===== config.mk =====
export PLATFORM = sky130hd
export DESIGN_NAME = pwm_output_ctrl_flat
export DESIGN_NICKNAME = d
export VERILOG_FILES = /design/src/rtl/pwm_pkg.sv /design/src/rtl/pwm_output_ctrl_if.sv /design/src/rtl/pwm_prescaler.sv /design/src/rtl/pwm_output_ctrl.sv /design/src/flat_wrapper.sv
export SDC_FILE = /design/constraint.sdc
export NUM_CORES = 1
export LEC_CHECK = 0
export ABC_CLOCK_PERIOD_IN_PS = 4480
export BUFFER_PORTS_ARGS = -buffer_cell sky130_fd_sc_hd__buf_2
export CORE_AREA = 2 2 78 80
export CTS_CLUSTER_SIZE = 30
export DETAILED_ROUTE_END_ITERATION = 12
export DIE_AREA = 0 0 80 82
export PLACE_DENSITY = 0.61
export SLEW_MARGIN = 20
export SYNTH_ARGS = -nofsm -noshare
export SYNTH_HDL_FRONTEND = slang
export SYNTH_SLANG_ARGS = --single-unit

===== constraint.sdc =====
create_clock -name clk -period 4.48 [get_ports clk]
set_clock_uncertainty 0.1 [all_clocks]
set_input_delay 0.448 -clock clk [delete_from_list [all_inputs] [get_ports clk]]
set_output_delay 0.448 -clock clk [all_outputs]
set_load 0.1 [all_outputs]

===== src/rtl/pwm_pkg.sv =====
// ---------------------------------------------------------------------------
// pwm_pkg
// Shared constants, types and the duty-compare helper for the PWM output
// controller.
//   PWM_CNT_W  : width of the period counter and of the duty value
//   NUM_PINS   : number of driven output pins
//   DUTY_FULL  : duty code that forces the waveform permanently high
//   pin_vec_t  : one bit per output pin
// ---------------------------------------------------------------------------
package pwm_pkg;

    localparam int                   PWM_CNT_W = 8;
    localparam int                   NUM_PINS  = 16;
    localparam logic [PWM_CNT_W-1:0] DUTY_FULL = 8'hFF;

    typedef logic [NUM_PINS-1:0] pin_vec_t;

    // A plain "cnt < duty" compare tops out at 255/256 high, so the full
    // code is special-cased to give a true 100% waveform.
    function automatic logic pwm_level(input logic [PWM_CNT_W-1:0] cnt,
                                       input logic [PWM_CNT_W-1:0] duty);
        return (duty == DUTY_FULL) || (cnt < duty);
    endfunction

endpackage


===== src/rtl/pwm_output_ctrl_if.sv =====
// ---------------------------------------------------------------------------
// pwm_output_ctrl_if
// Bundles the configuration registers coming from the SPI register block and
// the pin-side outputs of the PWM controller.
//   master : register-block side (drives configuration, observes outputs)
//   slave  : controller side (consumes configuration, drives outputs)
// Signals:
//   en_out_lo/hi  output enables for pins 7:0 / 15:8
//   en_pwm_lo/hi  PWM select for pins 7:0 / 15:8
//   duty          shared duty cycle
//   pins_out      registered pin drive
//   period_start  one-clock pulse when the period counter wraps
//   pwm_raw       registered shared PWM waveform
// ---------------------------------------------------------------------------
interface pwm_output_ctrl_if;
    import pwm_pkg::*;

    logic [7:0] en_out_lo;
    logic [7:0] en_out_hi;
    logic [7:0] en_pwm_lo;
    logic [7:0] en_pwm_hi;
    logic [7:0] duty;
    pin_vec_t   pins_out;
    logic       period_start;
    logic       pwm_raw;

    modport master (
        output en_out_lo, en_out_hi, en_pwm_lo, en_pwm_hi, duty,
        input  pins_out, period_start, pwm_raw
    );

    modport slave (
        input  en_out_lo, en_out_hi, en_pwm_lo, en_pwm_hi, duty,
        output pins_out, period_start, pwm_raw
    );

endinterface


===== src/rtl/pwm_prescaler.sv =====
// ---------------------------------------------------------------------------
// pwm_prescaler
// Divides the system clock into PWM counter steps: counts 0..CLK_DIV-1 and
// asserts tick for the clock in which it sits at CLK_DIV-1.
// Parameters:
//   CLK_DIV : system clocks per tick, 1..65535 (1 gives tick every clock)
// Ports:
//   clk  : system clock
//   rst  : synchronous active-high reset, restarts a full prescale interval
//   tick : high for one clock every CLK_DIV clocks
// ---------------------------------------------------------------------------
module pwm_prescaler #(
    parameter int CLK_DIV = 3000
) (
    input  logic clk,
    input  logic rst,
    output logic tick
);

    // $clog2(1) is 0, so keep at least one bit of counter.
    localparam int               DIV_W    = (CLK_DIV > 1) ? $clog2(CLK_DIV) : 1;
    localparam logic [DIV_W-1:0] DIV_LAST = DIV_W'(CLK_DIV - 1);

    logic [DIV_W-1:0] r_div;
    logic             w_last;

    assign w_last = (r_div == DIV_LAST);

    always_ff @(posedge clk) begin
        if (rst) begin
            r_div <= '0;
        end else if (w_last) begin
            r_div <= '0;
        end else begin
            r_div <= r_div + DIV_W'(1);
        end
    end

    assign tick = w_last;

endmodule


===== src/rtl/pwm_output_ctrl.sv =====
// ---------------------------------------------------------------------------
// pwm_output_ctrl
// Drives 16 output pins, each statically low, statically high, or following a
// shared PWM waveform. An 8-bit period counter advances once per prescaler
// tick; the waveform is high while the counter is below the duty value.
//
// Build option:
//   PWM_SHADOW_EN defined   : enables and duty are captured into shadow
//                             registers at each period wrap (and once on the
//                             first clock after reset), so updates land only
//                             on period boundaries.
//   PWM_SHADOW_EN undefined : configuration feeds the compare and pin mux
//                             directly; changes reach the pins one clock later.
//
// Parameters:
//   CLK_DIV : system clocks per counter step (period = 256*CLK_DIV clocks)
// Ports:
//   clk    : system clock
//   rst    : synchronous active-high reset
//   io_bus : configuration in / pins_out, period_start, pwm_raw out
// ---------------------------------------------------------------------------
module pwm_output_ctrl
    import pwm_pkg::*;
#(
    parameter int CLK_DIV = 3000
) (
    input  logic                clk,
    input  logic                rst,
    pwm_output_ctrl_if.slave    io_bus
);

    logic                 w_tick;
    logic                 w_wrap;
    logic [PWM_CNT_W-1:0] r_cnt;

    pin_vec_t             w_out_en;
    pin_vec_t             w_pwm_en;
    logic [PWM_CNT_W-1:0] w_duty;
    logic                 w_pwm;
    pin_vec_t             w_pins;

    pin_vec_t             r_pins;
    logic                 r_period_start;
    logic                 r_pwm_raw;

    pwm_prescaler #(
        .CLK_DIV (CLK_DIV)
    ) u_prescaler (
        .clk  (clk),
        .rst  (rst),
        .tick (w_tick)
    );

    // Period counter, free-running modulo 256 on prescaler ticks.
    assign w_wrap = w_tick && (r_cnt == {PWM_CNT_W{1'b1}});

    always_ff @(posedge clk) begin
        if (rst) begin
            r_cnt <= '0;
        end else if (w_tick) begin
            r_cnt <= r_cnt + PWM_CNT_W'(1);
        end
    end

`ifdef PWM_SHADOW_EN
    pin_vec_t             r_out_en;
    pin_vec_t             r_pwm_en;
    logic [PWM_CNT_W-1:0] r_duty;
    logic                 r_first;

    // r_first is held high through reset so the configuration present at
    // start-up is captured on the first clock after release instead of
    // waiting a whole period. Capturing on the wrap edge means the cnt=0
    // cycle already runs with the new values.
    always_ff @(posedge clk) begin
        if (rst) begin
            r_out_en <= '0;
            r_pwm_en <= '0;
            r_duty   <= '0;
            r_first  <= 1'b1;
        end else begin
            r_first <= 1'b0;
            if (w_wrap || r_first) begin
                r_out_en <= {io_bus.en_out_hi, io_bus.en_out_lo};
                r_pwm_en <= {io_bus.en_pwm_hi, io_bus.en_pwm_lo};
                r_duty   <= io_bus.duty;
            end
        end
    end

    assign w_out_en = r_out_en;
    assign w_pwm_en = r_pwm_en;
    assign w_duty   = r_duty;
`else
    assign w_out_en = {io_bus.en_out_hi, io_bus.en_out_lo};
    assign w_pwm_en = {io_bus.en_pwm_hi, io_bus.en_pwm_lo};
    assign w_duty   = io_bus.duty;
`endif

    assign w_pwm = pwm_level(r_cnt, w_duty);

    // Per-pin select: disabled -> low, enabled -> high, or the PWM waveform
    // when PWM is selected.
    for (genvar gi = 0; gi < NUM_PINS; gi++) begin : g_pin_mux
        assign w_pins[gi] = w_out_en[gi] & (~w_pwm_en[gi] | w_pwm);
    end

    always_ff @(posedge clk) begin
        if (rst) begin
            r_pins         <= '0;
            r_period_start <= 1'b0;
            r_pwm_raw      <= 1'b0;
        end else begin
            r_pins         <= w_pins;
            r_period_start <= w_wrap;
            r_pwm_raw      <= w_pwm;
        end
    end

    assign io_bus.pins_out     = r_pins;
    assign io_bus.period_start = r_period_start;
    assign io_bus.pwm_raw      = r_pwm_raw;

endmodule


===== src/flat_wrapper.sv =====
// flat-port wrapper written by rule: the top's interface ports become plain ports
module pwm_output_ctrl_flat import pwm_pkg::*;
#(
    parameter int CLK_DIV = 3000
)
  (clk, rst, io_bus_en_out_lo, io_bus_en_out_hi, io_bus_en_pwm_lo, io_bus_en_pwm_hi, io_bus_duty, io_bus_pins_out, io_bus_period_start, io_bus_pwm_raw);
  pwm_output_ctrl_if io_bus_i ();
  input  logic clk;
  input  logic rst;
  input wire logic [$bits(io_bus_i.en_out_lo)-1:0] io_bus_en_out_lo;
  input wire logic [$bits(io_bus_i.en_out_hi)-1:0] io_bus_en_out_hi;
  input wire logic [$bits(io_bus_i.en_pwm_lo)-1:0] io_bus_en_pwm_lo;
  input wire logic [$bits(io_bus_i.en_pwm_hi)-1:0] io_bus_en_pwm_hi;
  input wire logic [$bits(io_bus_i.duty)-1:0] io_bus_duty;
  output wire logic [$bits(io_bus_i.pins_out)-1:0] io_bus_pins_out;
  output wire logic [$bits(io_bus_i.period_start)-1:0] io_bus_period_start;
  output wire logic [$bits(io_bus_i.pwm_raw)-1:0] io_bus_pwm_raw;
  assign io_bus_i.en_out_lo = io_bus_en_out_lo;
  assign io_bus_i.en_out_hi = io_bus_en_out_hi;
  assign io_bus_i.en_pwm_lo = io_bus_en_pwm_lo;
  assign io_bus_i.en_pwm_hi = io_bus_en_pwm_hi;
  assign io_bus_i.duty = io_bus_duty;
  assign io_bus_pins_out = io_bus_i.pins_out;
  assign io_bus_period_start = io_bus_i.period_start;
  assign io_bus_pwm_raw = io_bus_i.pwm_raw;
  pwm_output_ctrl #(.CLK_DIV(CLK_DIV)) u_core (.clk(clk), .rst(rst), .io_bus(io_bus_i));
endmodule

Word-level counts from Yosys, hierarchy flattened
Index checks and enable logic that the tools add are counted.

word-level totals
  flip-flop bits (word level) = 38
  latch bits = 0
  memory bits (writable) = 0
  bits in read-only memories = 0
  bits of input ports = 42
  word-level logic and storage cells = 62
  memories = 0

cells by class
  $add $sub $neg = 2
  multiply operators = 0
  div/mod/pow operators = 0
  $lt $le $gt $ge = 1
  equality and inequality tests = 3
  shift-type cells = 0
  mux-type cells = 0
  bitwise gates (word level) = 48
  reduce and logical (&&, ||, !) cells = 3

operators by type and width
  kind                                                              count
  1-bit bitwise AND                                                 16
  8-bit equality test (second input constant)                       2
  1-bit inverter                                                    16
  1-bit bitwise OR                                                  16
  12-bit by 1-bit adder with 12-bit output (second input constant)  1
  12-bit equality test (second input constant)                      1
  8-bit by 1-bit adder with 8-bit output (second input constant)    1
  8-bit < comparator                                                1
  2-bit OR reduction                                                1
  1-bit logical AND                                                 1
  1-bit logical OR                                                  1

Depth between registers and ports, before layout
  word-level depth = 4
  mapped depth = 7
  gate-level depth less buffers = 6

Hierarchy
Synthesis repeated with hierarchy kept, for this count alone.

unflattened totals
  cells, all modules = 179
  area total of the unflattened synthesis = 1727.9 µm²

modules (own cells, without submodules)
  module           instances  cells an instance  area an instance (µm²)  seq. area each (µm²)
  pwm_output_ctrl  1          118                1174.9                  520.5
  pwm_prescaler    1          61                 553.0                   240.2

Worst setup path after synthesis
OpenSTA, ideal clock, no wires.

  path type = input -> register
  start = input io_bus_duty[7]
  end = register u_core.r_pins[10], in the netlist u_core.io_bus.pins_out[10]
  arrival = 2024 ps
  setup slack = 2227 ps
  cell stages on the path = 7
  buffers on the path = 1
  cells stage by stage = inv_1 -> ha_1 -> and4_1 -> o21ai_0 -> o32ai_1 -> clkbuf_1 -> a21oi_1

between the ends
  word-level cells in the longest chain between the ends = 4

ends and longest elaborated chain
  item                                                       RTL line                text
  from (decl)                                                flat_wrapper.sv:14      input wire logic [$bits(io_bus_i.duty)-1:0] io_bus_duty;
  8-bit < comparator or 8-bit equality test (tied branches)  pwm_pkg.sv:22           return (duty == DUTY_FULL) || (cnt < duty);
  1-bit logical OR (*)                                       pwm_pkg.sv:22
  1-bit bitwise OR (*)                                       pwm_output_ctrl.sv:105  assign w_pins[gi] = w_out_en[gi] & (~w_pwm_en[gi] | w_pwm);
  1-bit bitwise AND (*)                                      pwm_output_ctrl.sv:105
  to (signal assigned)                                       pwm_output_ctrl.sv:114  r_pins <= w_pins;
  to (decl)                                                  pwm_output_ctrl.sv:42   pin_vec_t r_pins;

Mark *: on every way between the ends. The rest lies on a longest branch, timed or not.
A chain may end at the register's enable or synchronous reset.

Final worst setup path
  start = register u_core.r_cnt[6]
  end = register u_core.r_pins[5], in the netlist u_core.io_bus.pins_out[5]

between the ends
  word-level cells in the longest chain between the ends = 4

ends and longest elaborated chain
  item                    RTL line                text
  from (decl)             pwm_output_ctrl.sv:34   logic [PWM_CNT_W-1:0] r_cnt;
  from (signal assigned)  pwm_output_ctrl.sv:61   r_cnt <= r_cnt + PWM_CNT_W'(1);
  8-bit < comparator      pwm_pkg.sv:22
  1-bit logical OR        pwm_pkg.sv:22
  1-bit bitwise OR        pwm_output_ctrl.sv:105
  1-bit bitwise AND       pwm_output_ctrl.sv:105

Every way passes these cells.

==> results.ini <==
[setup_path]
crit_type = reg2reg
crit_fanout = 17
critPathMaxStageDelay_ns = 0.94
crit_arrival_ns = 2.36
end_kind = flip-flop
r2r-start = u_core.r_cnt[6]$_SDFFE_PP0P_
crit_path_start_kind = flip-flop
required_ns = 4.51
reg2reg_depth = 5
slowest_stage = o32ai_2
crit_chain = ha_1 -> and4_1 -> o21ai_0 -> o32ai_2 -> a21oi_1
r2r_setup_slack_ns = 2.16
r2r_end = u_core.io_bus.pins_out[5]$_SDFF_PP0_

[floorplanning]
fp-row-count = 28
ios = 60
die_w_um = 80
die-area_mm2 = 0.006560
fp.dieH_um = 82
start_util = 0.2890
core_area_mm2 = 0.005746

[yosys]
synth_compound_area_frac = 0.1183
yosysUniqueCellTypes = 35
synth_area_mm2 = 0.001660
synth_cells = 184
syn_nets = 235
yosysSeqAreaShare = 0.4582
ys_warn_count = 0
synth_edf_count = 0
syn_area_per_cell_um2 = 9.024
synth_top_family_by_area = simple AND/OR/NAND/NOR gates
async_flop_share = 0
synthAdderAreaFrac = 0.06782
synthSimpleGateAreaFrac = 0.2592
synth.area.mux_share = 0.006029
synthFlopType = dfxtp_1
ys_seq_elements = 38
synthXorXnorAreaFrac = 0.05803

[clock_tree]
cts_hold_buffers = 0
h-tree-depth = 2
cts_setup_buffers = 0
cts.repair.resized = 0
cts-buffers-inserted = 5
cts_root_buffer = clkbuf_8
clk_pin_slew_ns = 0.07
clock_latency_ns = 0.29
cts_sinks = 38
cts_tree = done
cts_buffer_depth = 2

[worst_hold_path]
worstHoldPathCells = 2
whs_endpoint = u_core.io_bus.pins_out[3]$_SDFF_PP0_
hp-class = in2reg
hp-start = io_bus_en_pwm_lo[3]

[grt]
grt_pass1_vias = 1376
grt_max_degree = 30
antenna_found_initial = 0
overflow = 0
grt_util_all_layers = 0.1111
grt_pass1_wl_um = 5761

[run_status]
run_status = complete, no violations

[power]
power_switching_share = 0.2675
switchingPower_mw = 0.2026
leakagePower_nw = 0.9656
p_int_mw = 0.5548
power.density_mw_per_mm2 = 353.0
worst_ir_drop_vdd_mv = 0.1811
power.clock.fraction = 0.388
seq_power_share = 0.465
p_comb_frac = 0.147

[final_layout]
antenna_cells = 0
layout-drive-gt1-share = 0.2992
seq_area_um2 = 760.7
fin_nets = 295
multiInputGateArea_um2 = 853.3
nFillCells = 612
final_area_mm2 = 0.002146
final_util = 0.3735
stdcell_count = 319
final_common_cell = buf_2
area.growth.synth_to_final_pct = 29.24
most-common-layout-cells = 59 x buf_2, 38 x dfxtp_1, 23 x a21oi_1, 19 x nor2_1, 18 x nand2b_1

[timing]
drv_slew = 0
grt_setup_unrepaired = false
fmax_mhz = 430.7
hold_viol_final = 0
setup_viol = 0
layout_min_cycle_time_ns = 2.322
fin_setup_tns_ns = 0
timing.final.crit_share = 0.5183
max_slew_margin = 0.2815
tightest_slew_ns = 1.078

[drt]
routed_wirelength_um = 3565
drtAntennaViolNets = 0
first_iter_violations = 80
wl_met2_um = 1750
drc = 0
met3_length_um = 192
wire_per_inst_um = 11.18
avgViaCountPerCell = 4.577
first_pass_iters = 4
topRoutingLayerUsed = met4
num_vias = 1460
m1WireLength_um = 1583

[place]
dp.cells = 312
dp_hpwl_um = 2700
placed_area_mm2 = 0.002033
port_buffers = 59
gp_congestion = 0.8126

[run]
drv_cap = 0

==> worst max-delay path, delay by kind of cell (launching register included) <==
family | cells | cell delay [ns]
compound gates | 3 | 1.22
flops | 1 | 0.36
fa+ha+maj | 1 | 0.32
simple gates | 1 | 0.17
==> per-stage QoR <==
stage,worst slack [ns],total power [mW],hold slack (ns)
after floorplan,2.227,0.4415,0.3259
after global placement,1.949,0.4717,0.3423
after detailed placement,1.889,0.4727,0.3456
after CTS,2.102,0.7666,0.2108
after global routing,1.937,0.7875,0.2072
final,2.158,0.7574,0.2201
==> worst max path at each step <==
stage	from	slack, ns	depth (start not counted)	to
detailed placement	io_bus_duty[6]	1.89	7	u_core.io_bus.pins_out[5]$_SDFF_PP0_
CTS	u_core.r_cnt[6]$_SDFFE_PP0P_	2.10	5	u_core.io_bus.pins_out[5]$_SDFF_PP0_
global route	u_core.r_cnt[6]$_SDFFE_PP0P_	1.94	5	u_core.io_bus.pins_out[5]$_SDFF_PP0_
global placement	io_bus_duty[6]	1.95	7	u_core.io_bus.pins_out[5]$_SDFF_PP0_
floorplan	io_bus_duty[7]	2.23	7	u_core.io_bus.pins_out[10]$_SDFF_PP0_
finish	u_core.r_cnt[6]$_SDFFE_PP0P_	2.16	5	u_core.io_bus.pins_out[5]$_SDFF_PP0_
==> synth_stat cells (all sizes together), types with 2 or more instances <==
| cell | instances | share of area |
|---|---|---|
| ha | 9 | 0.068 |
| nand3 | 9 | 0.027 |
| nand2 | 7 | 0.016 |
| nor2 | 19 | 0.043 |
| a21oi | 23 | 0.069 |
| nor3 | 2 | 0.0060 |
| clkbuf | 5 | 0.011 |
| and3 | 2 | 0.0075 |
| xnor2 | 5 | 0.026 |
| or3 | 3 | 0.014 |
| or2 | 2 | 0.0075 |
| nand4 | 3 | 0.011 |
| o21ai | 3 | 0.0090 |
| inv | 8 | 0.018 |
| nand2b | 18 | 0.068 |
| or4 | 4 | 0.019 |
| and4 | 3 | 0.017 |
| o31ai | 2 | 0.0090 |
| xor2 | 6 | 0.032 |
| dfxtp | 38 | 0.46 |
==> metal layers <==
layer  GRT usage  up-vias
met5           0        -
met4     0.03051        0
met3     0.04176        6
met2      0.1942       31
met1      0.1274      667
li1            -      756
==> power groups by stage <==
stage	Clock [mW]	Sequential [mW]	Combinational [mW]
2_1_floorplan	0	0.421	0.0209
3_3_place_gp	0	0.360	0.112
3_5_place_dp	0	0.360	0.113
4_1_cts	0.302	0.352	0.113
5_1_grt	0.316	0.353	0.119
6_report	0.294	0.352	0.112
==> cell families (layout without fill, tap and decap cells) <==
kind of cell	count (synthesis)	after routing
compound gates	34	34
xor+xnor	11	11
fa+ha+maj	9	9
buf+inv	14	74
flops	38	38
mux	1	1
simple gates	77	77
==> sequential cells by signal (all words and copies together), names as in the netlist <==
register                    cells
u_core.u_prescaler.r_div       12
u_core.io_bus.pins_out         16
u_core.r_cnt                    8
u_core.io_bus.pwm_raw           1
u_core.io_bus.period_start      1
==> final cells by class <==
| class | instances | area share |
|---|---|---|
| multi-input cells | 132 | 0.3977 |
| flip-flops and latches | 38 | 0.3545 |
| repair buffers | 59 | 0.1376 |
| well taps | 75 | 0.04373 |
| clock buffers | 6 | 0.03848 |
| clock inverters | 1 | 0.01399 |
| inverters | 8 | 0.01399 |
Power figures use the tool's default switching activity.
